File: config.mk
export PLATFORM = sky130hd
export DESIGN_NAME = tm1638_sio_responder_flat
export DESIGN_NICKNAME = d
export VERILOG_FILES = /design/src/rtl/tm1638_pkg.sv /design/src/rtl/tm1638_sio_responder_if.sv /design/src/rtl/tm1638_sync_edge.sv /design/src/rtl/tm1638_sio_responder.sv /design/src/flat_wrapper.sv
export SDC_FILE = /design/constraint.sdc
export NUM_CORES = 1
export LEC_CHECK = 0
export CAP_MARGIN = 20
export CORE_ASPECT_RATIO = 0.7
export CORE_MARGIN = 8
export CORE_UTILIZATION = 55
export DETAILED_ROUTE_END_ITERATION = 10
export PLACE_DENSITY = 0.81
export SLEW_MARGIN = 20
export SYNTH_ARGS = -nofsm -noshare
export SYNTH_HDL_FRONTEND = slang
export SYNTH_SLANG_ARGS = --single-unit
File: constraint.sdc
create_clock -name clk -period 11.5 [get_ports clk]
set_input_delay 2.3 -clock clk [delete_from_list [all_inputs] [get_ports clk]]
set_output_delay 2.3 -clock clk [all_outputs]
set_load 0.01 [all_outputs]
File: src/rtl/tm1638_pkg.sv
// TM1638 serial-link constants, states and command helpers.
// Shared by the host driver and the device-side responder.
package tm1638_pkg;

    localparam logic [1:0] CMD_NONE = 2'b00;
    localparam logic [1:0] CMD_DATA = 2'b01;
    localparam logic [1:0] CMD_CTRL = 2'b10;
    localparam logic [1:0] CMD_ADDR = 2'b11;

    localparam int READ_BIT  = 1;
    localparam int FIXED_BIT = 2;

    localparam int KEY_BYTES = 4;
    localparam int RAM_BYTES = 16;

    typedef enum logic [2:0] {
        S_IDLE,
        S_CMD,
        S_WDATA,
        S_RDATA,
        S_IGNORE
    } state_t;

    function automatic state_t cmd_next(input logic [7:0] cmd);
        state_t s;
        s = S_IGNORE;
        unique case (cmd[7:6])
            CMD_DATA: s = cmd[READ_BIT] ? S_RDATA : S_IGNORE;
            CMD_ADDR: s = S_WDATA;
            default:  s = S_IGNORE;
        endcase
        return s;
    endfunction

endpackage

File: src/rtl/tm1638_sio_responder_if.sv
// TM1638 three-wire serial link: STB/CLK/DIO with split data direction.
interface tm1638_sio_if;

    logic sclk;
    logic stb;
    logic dio_in;
    logic dio_out;
    logic dio_oe;

    modport master (
        output sclk,
        output stb,
        output dio_in,
        input  dio_out,
        input  dio_oe
    );

    modport slave (
        input  sclk,
        input  stb,
        input  dio_in,
        output dio_out,
        output dio_oe
    );

endinterface

File: src/rtl/tm1638_sync_edge.sv
// Multi-flop synchronizer with rise/fall detection on the synchronized copy.
module tm1638_sync_edge #(
    parameter int   STAGES  = 2,
    parameter logic RST_VAL = 1'b0
) (
    input  logic clk,
    input  logic rst,
    input  logic d,
    output logic q,
    output logic rise,
    output logic fall
);

    logic [STAGES-1:0] sync;
    logic              prev;

    always_ff @(posedge clk or posedge rst) begin
        if (rst) begin
            sync <= {STAGES{RST_VAL}};
            prev <= RST_VAL;
        end else begin
            sync <= {sync[STAGES-2:0], d};
            prev <= sync[STAGES-1];
        end
    end

    assign q    = sync[STAGES-1];
    assign rise = q & ~prev;
    assign fall = ~q & prev;

endmodule

File: src/rtl/tm1638_sio_responder.sv
// TM1638 device-side responder: decodes host frames into display RAM
// and control, and shifts key-scan bytes back on read frames.
module tm1638_sio_responder
    import tm1638_pkg::*;
#(
    parameter int SYNC_STAGES = 2
) (
    input  logic                       clk,
    input  logic                       rst,
    tm1638_sio_if.slave                sio,
    input  logic [8*KEY_BYTES-1:0]     key_in,
    output logic [8*RAM_BYTES-1:0]     disp_ram,
    output logic                       disp_on,
    output logic [2:0]                 brightness,
    output logic                       wr_strobe,
    output logic [3:0]                 wr_addr,
    output logic                       frame_err
);

    logic sclk_q_unused;
    logic sclk_rise;
    logic sclk_fall;
    logic stb_q;
    logic stb_rise;
    logic stb_fall;
    logic dio_q;
    logic dio_rise_unused;
    logic dio_fall_unused;

    tm1638_sync_edge #(
        .STAGES  (SYNC_STAGES),
        .RST_VAL (1'b1)
    ) u_sclk (
        .clk  (clk),
        .rst  (rst),
        .d    (sio.sclk),
        .q    (sclk_q_unused),
        .rise (sclk_rise),
        .fall (sclk_fall)
    );

    // Reset low so a strobe already held low after reset is not
    // mistaken for a new frame start.
    tm1638_sync_edge #(
        .STAGES  (SYNC_STAGES),
        .RST_VAL (1'b0)
    ) u_stb (
        .clk  (clk),
        .rst  (rst),
        .d    (sio.stb),
        .q    (stb_q),
        .rise (stb_rise),
        .fall (stb_fall)
    );

    tm1638_sync_edge #(
        .STAGES  (SYNC_STAGES),
        .RST_VAL (1'b0)
    ) u_dio (
        .clk  (clk),
        .rst  (rst),
        .d    (sio.dio_in),
        .q    (dio_q),
        .rise (dio_rise_unused),
        .fall (dio_fall_unused)
    );

    state_t                          state;
    state_t                          state_n;
    logic [2:0]                      bit_cnt;
    logic [7:0]                      shreg;
    logic [7:0]                      rx_byte;
    logic                            sample;
    logic                            byte_done;
    logic [3:0]                      ptr;
    logic                            fixed_mode;
    logic [RAM_BYTES-1:0][7:0]       ram;
    logic [8*KEY_BYTES-1:0]          key_snap;
    logic [5:0]                      rd_idx;
    logic                            dio_out_r;
    logic                            dio_oe_r;

    assign sample    = sclk_rise & ~stb_q & (state != S_IDLE);
    assign rx_byte   = {dio_q, shreg[7:1]};
    assign byte_done = sample & (bit_cnt == 3'd7);

    always_ff @(posedge clk or posedge rst) begin
        if (rst) state <= S_IDLE;
        else     state <= state_n;
    end

    always_comb begin
        state_n = state;
        if (stb_rise) begin
            state_n = S_IDLE;
        end else begin
            unique case (state)
                S_IDLE:  if (stb_fall) state_n = S_CMD;
                S_CMD:   if (byte_done) state_n = cmd_next(rx_byte);
                default: state_n = state;
            endcase
        end
    end

    always_ff @(posedge clk or posedge rst) begin
        if (rst) begin
            bit_cnt    <= '0;
            shreg      <= '0;
            ptr        <= '0;
            fixed_mode <= 1'b0;
            ram        <= '0;
            disp_on    <= 1'b0;
            brightness <= '0;
            wr_strobe  <= 1'b0;
            wr_addr    <= '0;
            frame_err  <= 1'b0;
            key_snap   <= '0;
            rd_idx     <= '0;
            dio_out_r  <= 1'b0;
            dio_oe_r   <= 1'b0;
        end else begin
            wr_strobe <= 1'b0;
            frame_err <= 1'b0;
            if (stb_rise) begin
                frame_err <= (bit_cnt != 3'd0);
                bit_cnt   <= '0;
                dio_oe_r  <= 1'b0;
                dio_out_r <= 1'b0;
            end else begin
                if (sample) begin
                    shreg   <= rx_byte;
                    bit_cnt <= bit_cnt + 3'd1;
                end
                if (byte_done && state == S_CMD) begin
                    unique case (rx_byte[7:6])
                        CMD_DATA: begin
                            fixed_mode <= rx_byte[FIXED_BIT];
                            key_snap   <= key_in;
                            rd_idx     <= '0;
                        end
                        CMD_CTRL: begin
                            disp_on    <= rx_byte[3];
                            brightness <= rx_byte[2:0];
                        end
                        CMD_ADDR: ptr <= rx_byte[3:0];
                        default: ;
                    endcase
                end
                if (byte_done && state == S_WDATA) begin
                    ram[ptr]  <= rx_byte;
                    wr_strobe <= 1'b1;
                    wr_addr   <= ptr;
                    if (!fixed_mode) ptr <= ptr + 4'd1;
                end
                // rd_idx[5] marks all key bytes sent; pad with zeros after.
                if (sclk_fall && state == S_RDATA) begin
                    dio_oe_r <= 1'b1;
                    if (!rd_idx[5]) begin
                        dio_out_r <= key_snap[rd_idx[4:0]];
                        rd_idx    <= rd_idx + 6'd1;
                    end else begin
                        dio_out_r <= 1'b0;
                    end
                end
            end
        end
    end

    assign disp_ram    = ram;
    assign sio.dio_out = dio_out_r;
    assign sio.dio_oe  = dio_oe_r;

endmodule

File: src/flat_wrapper.sv
// flat-port wrapper written by rule: the top's interface ports become plain ports
module tm1638_sio_responder_flat import tm1638_pkg::*;
#(
    parameter int SYNC_STAGES = 2
)
  (clk, rst, key_in, disp_ram, disp_on, brightness, wr_strobe, wr_addr, frame_err, sio_sclk, sio_stb, sio_dio_in, sio_dio_out, sio_dio_oe);
  tm1638_sio_if sio_i ();
  input  logic clk;
  input  logic rst;
  input  logic [8*KEY_BYTES-1:0] key_in;
  output logic [8*RAM_BYTES-1:0] disp_ram;
  output logic disp_on;
  output logic [2:0] brightness;
  output logic wr_strobe;
  output logic [3:0] wr_addr;
  output logic frame_err;
  input wire logic [$bits(sio_i.sclk)-1:0] sio_sclk;
  input wire logic [$bits(sio_i.stb)-1:0] sio_stb;
  input wire logic [$bits(sio_i.dio_in)-1:0] sio_dio_in;
  output wire logic [$bits(sio_i.dio_out)-1:0] sio_dio_out;
  output wire logic [$bits(sio_i.dio_oe)-1:0] sio_dio_oe;
  assign sio_i.sclk = sio_sclk;
  assign sio_i.stb = sio_stb;
  assign sio_i.dio_in = sio_dio_in;
  assign sio_dio_out = sio_i.dio_out;
  assign sio_dio_oe = sio_i.dio_oe;
  tm1638_sio_responder #(.SYNC_STAGES(SYNC_STAGES)) u_core (.clk(clk), .rst(rst), .sio(sio_i), .key_in(key_in), .disp_ram(disp_ram), .disp_on(disp_on), .brightness(brightness), .wr_strobe(wr_strobe), .wr_addr(wr_addr), .frame_err(frame_err));
endmodule
Word-level counts from Yosys, hierarchy flattened:

Index checks and enable logic that the tools add are counted.

* flip-flop bits (word level): 205
* input bits: 37
* output and inout bits: 140
* logic and storage cells: 106

* $add $sub $neg: 3
* $lt $le $gt $ge: 3
* equal/unequal tests: 9
* mux-type cells: 29
* bitwise logic cells: 12
* reductions and logical operators: 15

Operators with widths (number)
* 128-bit bitwise mux: 1
* 8-bit demux with 4-bit select: 1
* 6-bit two-way mux: 4
* 3-bit two-way mux: 6
* 4-bit two-way mux: 4
* 3-bit one-hot mux with 2 select lines: 2
* 1-bit two-way mux: 9
* 3-bit AND reduction: 3
* 3-bit nonzero test: 3
* 8-bit two-way mux: 1
* 1-bit bitwise AND: 7
* 6-bit by 1-bit adder with 6-bit output, second input constant: 1
* 3-bit by 2-bit == test with 1-bit output, second input constant: 2
* 5-bit by 6-bit < comparator with 1-bit output, second input constant: 1
* 3-bit by 1-bit inequality test with 1-bit output, second input constant: 2
* 1-bit binary-select mux with 5-bit select: 1
* 4-bit by 5-bit < comparator with 1-bit output, second input constant: 1
* 1-bit inverter: 5
* 4-bit by 1-bit adder with 4-bit output, second input constant: 1
* 2-bit == test, second input constant: 2
* 4-bit by 1-bit >= comparator with 1-bit output, second input constant: 1
* 1-bit logical AND: 4
* 2-bit AND reduction: 2
* 2-bit nonzero test: 2
* other kinds (5): 5

Longest topological paths before layout:

* word-level depth: 9
* depth in mapped cells: 8
* depth with buffers taken out: 7

By module:

Synthesis repeated with hierarchy kept, for this count alone.

* cells, all modules: 565
* area, all modules: 8435.6 um^2

By module, submodules not included
* tm1638_sio_responder: instances 1, cells each 547, area an instance 8150.3 um^2, sequential area each 4904.7 um^2
* tm1638_sync_edge at u_core.u_dio ...: instances 2, cells each 6, area an instance 93.8 um^2, sequential area each 75.1 um^2
* tm1638_sync_edge at u_core.u_sclk: instances 1, cells each 6, area an instance 97.6 um^2, sequential area each 78.8 um^2

Worst setup path after synthesis:

Ideal clock, no wire load.

* path type: input port to flip-flop
* start: input key_in[0]
* end: register u_core.key_snap[0]
* arrival: 2.569 ns
* required time: 11.373 ns
* slack: 8.803 ns
* stages on the path: 1
* path buffers: 0
* cell sequence: mux2_1

RTL lines
* from (decl): RTL line flat_wrapper.sv:10 `input logic [8*KEY_BYTES-1:0] key_in;`
* to (signal assigned): RTL line tm1638_sio_responder.sv:138 `key_snap <= key_in;`
* to (decl): RTL line tm1638_sio_responder.sv:78 `logic [8*KEY_BYTES-1:0] key_snap;`

No word-level cell between the ends.

Worst setup path in the final report:

* start: register u_core.wr_addr[2]
* end: output wr_addr[2]

RTL lines
* from (decl): RTL line tm1638_sio_responder.sv:16 `output logic [3:0] wr_addr,`
* from (signal assigned): RTL line tm1638_sio_responder.sv:152 `wr_addr <= ptr;`
* to (decl): RTL line flat_wrapper.sv:15 `output logic [3:0] wr_addr;`

No word-level cell between the ends.

==> metrics.yaml <==
outcome: "completed"
place_congestion: 0.857
pin_count: 177
path_class: "flip-flop to primary output"
synth_area_sq_um: 8300
ys_warn_count: 0
hold_viol: 0
layoutNonFillerInstCount: 942
die_h_microns: 119
die_x_microns: 163
antenna_found_initial: 0
synth_cell_types: 46
cp_slowest_cell: "clkdlybuf4s50_1"
reg2reg_depth: 5
coreArea_sq_um: 14700
fmax_ghz: 0.267
synth_edf_count: 0
slowest_delay_ns: 0.59
cts_tree: "built"
first_iter_violations: 309
design_power_total_w: 0.00147
peakVddDrop_v: 0.0000837
track_usage: 0.208
fin_nets: 781
endpoint_kind: "primary output"
syn_area_per_cell_sq_um: 14.6
relSlewSlack: 0.371
grt_pass1_vias: 5726
async_flop_share: 1.00
wl_microns: 20100
critPathTopFamily: "buffers and inverters"
num_antenna_cells: 0
maxCapViolations: 0
crit_required_ns: 9.20
arrival_ns: 1.45
ctsHtreeMaxLevel: 1
seq_area_frac_synth: 0.615
crit_buf_inv: 1
skew_ns: 0.0227
dp.cells: 910
initial_core_util: 0.564
placedInstanceArea_sq_um: 10200
cts_buffers: 19
syn_nets: 615
clock_latency_ns: 0.49
grt_pass1_wl_microns: 32200
synth.ff_latch_count: 204
grt_setup_unrepaired: "false"
maxSlewViolCount: 0
worstHoldPathType: "flip-flop to flip-flop"
drc: 0
min_path_cells: 0
layout-drive-gt1-share: 0.273
setup_viol: 0
post-route-period-util: 0.326
worst-path-stages: 1
cts_setup_buffers: 0
vias_per_cell: 5.58
p_per_area_nw_per_um2: 137
clock_path_buffers: 3
finalInstanceArea_sq_um: 10700
crit_path_max_fanout: 2
vias: 5257
wl_per_cell_microns: 21.3
period_needed_ns: 3.75
power.leakage_nw: 5.10
cts.sinks: 204
worst_pin_slew_ns: 0.944
finalSetupTns_ns: 0
dieArea_sq_um: 19300
netlist_instances: 570
portBuffers: 176
post-route-util: 0.728
first_pass_iters: 5
crit_path_start_kind: "flip-flop"
dpl.hpwl_microns: 13700
synthFlopType: "dfrtp_1"
area_growth_pct: 29.1
ant_nets: 0
root_buffer: "clkbuf_16"
rows: 37
grt_max_degree: 123
postCtsHoldBufs: 0
cts.clk_slew.worst_paths_ns: 0.06
grt_overflow: 0
crit_chain: "clkdlybuf4s50_1"
cts_resized: 0
## cell usage in the layout (no fill, tap or decap), drive strengths merged, types with 2 or more instances in the layout
master and n:
a21oi 8, clkbuf 24, o21ai 16, nor2 10
nor3b 3, nand2 27, mux2i 9, nor3 5
buf 3, dfstp 3, inv 14, clkinv 6
ha 8, a211oi 2, and3 6, nand3 9
dfrtp 201, mux2 173, and2 6, o31ai 2
nor2b 4, mux4 5, nand2b 3, a31oi 4
clkdlybuf4s50 176, nand4 4
## power breakdown
part | internal (W) | switching (W)
combinational | 0.0000406 | 0.0000527
clock | 0.000306 | 0.000256
sequential | 0.000735 | 0.0000768
## flip-flops by register name, summed over array words and instances, names as in the netlist
name                cells
u_core.u_sclk.prev      1
u_core.disp_on          1
u_core.u_sclk.sync      2
u_core.u_stb.sync       2
u_core.ptr              4
u_core.u_stb.prev       1
u_core.wr_addr          4
u_core.bit_cnt          3
u_core.frame_err        1
u_core.key_snap        32
u_core.fixed_mode       1
u_core.shreg            7
u_core.sio.dio_out      1
u_core.disp_ram       128
u_core.brightness       3
u_core.u_dio.sync       2
u_core.wr_strobe        1
u_core.state            3
u_core.sio.dio_oe       1
u_core.rd_idx           6
## area by class of cell
type                            count  area [sq um]
Multi-Input combinational cell    319          2980
Clock buffer                       24           494
Clock inverter                      8          50.0
Fill cell                         970          4000
Tap cell                          195           244
Inverter                           13          56.3
Sequential cell                   204          5110
Timing Repair Buffer              179          1790
## logic make-up (layout without fill, tap and decap cells)
logic type | Yosys count | in the layout | share of synthesized area
compound gates | 41 | 41 | 0.0301
simple gates | 83 | 83 | 0.0577
flops | 204 | 204 | 0.615
fa+ha+maj | 8 | 8 | 0.0121
mux | 187 | 187 | 0.259
buf+inv | 47 | 224 | 0.0258
## stage by stage
step	setup slack (ns)	hold slack, ns
after detailed placement	6.93	0.346
final	7.75	0.357
after global placement	7.01	0.337
after floorplan	3.64	0.331
after CTS	7.44	0.357
after global routing	7.56	0.365
## metal layers
| metal | share of wire | GRT usage |
|---|---|---|
| met1 | 0.43 | 0.276 |
| met2 | 0.47 | 0.331 |
| met3 | 0.087 | 0.0707 |
| met4 | 0.011 | 0.0354 |
| met5 | 0 | 0 |
## synthesized netlist by cell type, types with 2 or more instances
master	instances	area, sq um
mux4_2	5	113
a31oi_1	4	25.0
nor2_1	10	37.5
buf_2	9	45.0
o31ai_1	2	15.0
mux2i_1	9	90.1
mux2_1	21	236
inv_1	13	48.8
nand3_1	9	45.0
nand4_1	4	25.0
dfstp_2	3	78.8
dfrtp_1	201	5030
nand2_1	21	78.8
nor3_1	3	15.0
mux2_2	152	1710
nor2b_1	4	25.0
and3_1	6	37.5
clkbuf_1	20	75.1
nor3b_2	2	25.0
nor3_4	2	32.5
o21ai_0	16	80.1
a211oi_1	2	15.0
and2_1	6	37.5
a21oi_1	8	40.0
nand2_2	6	37.5
ha_1	8	100
nand2b_1	3	18.8
buf_6	3	33.8
## path summary, 6_finish.rpt
| kind | from | endpoint | slack, ns |
|---|---|---|---|
| hold reg to reg | u_core.u_sclk.sync[0] | u_core.u_sclk.sync[1] | 0.36 |
| min in group asynchronous | rst | u_core.disp_ram[13] | 2.37 |
| hold / removal | u_core.u_sclk.sync[0] | u_core.u_sclk.sync[1] | 0.36 |
| max in group asynchronous | rst | u_core.disp_ram[32] | 7.83 |
| setup / recovery | u_core.wr_addr[2] | wr_addr[2] | 7.75 |
| setup reg to reg | u_core.state[0] | u_core.disp_ram[95] | 8.87 |
Note: power is estimated with default switching activity, not from simulation.
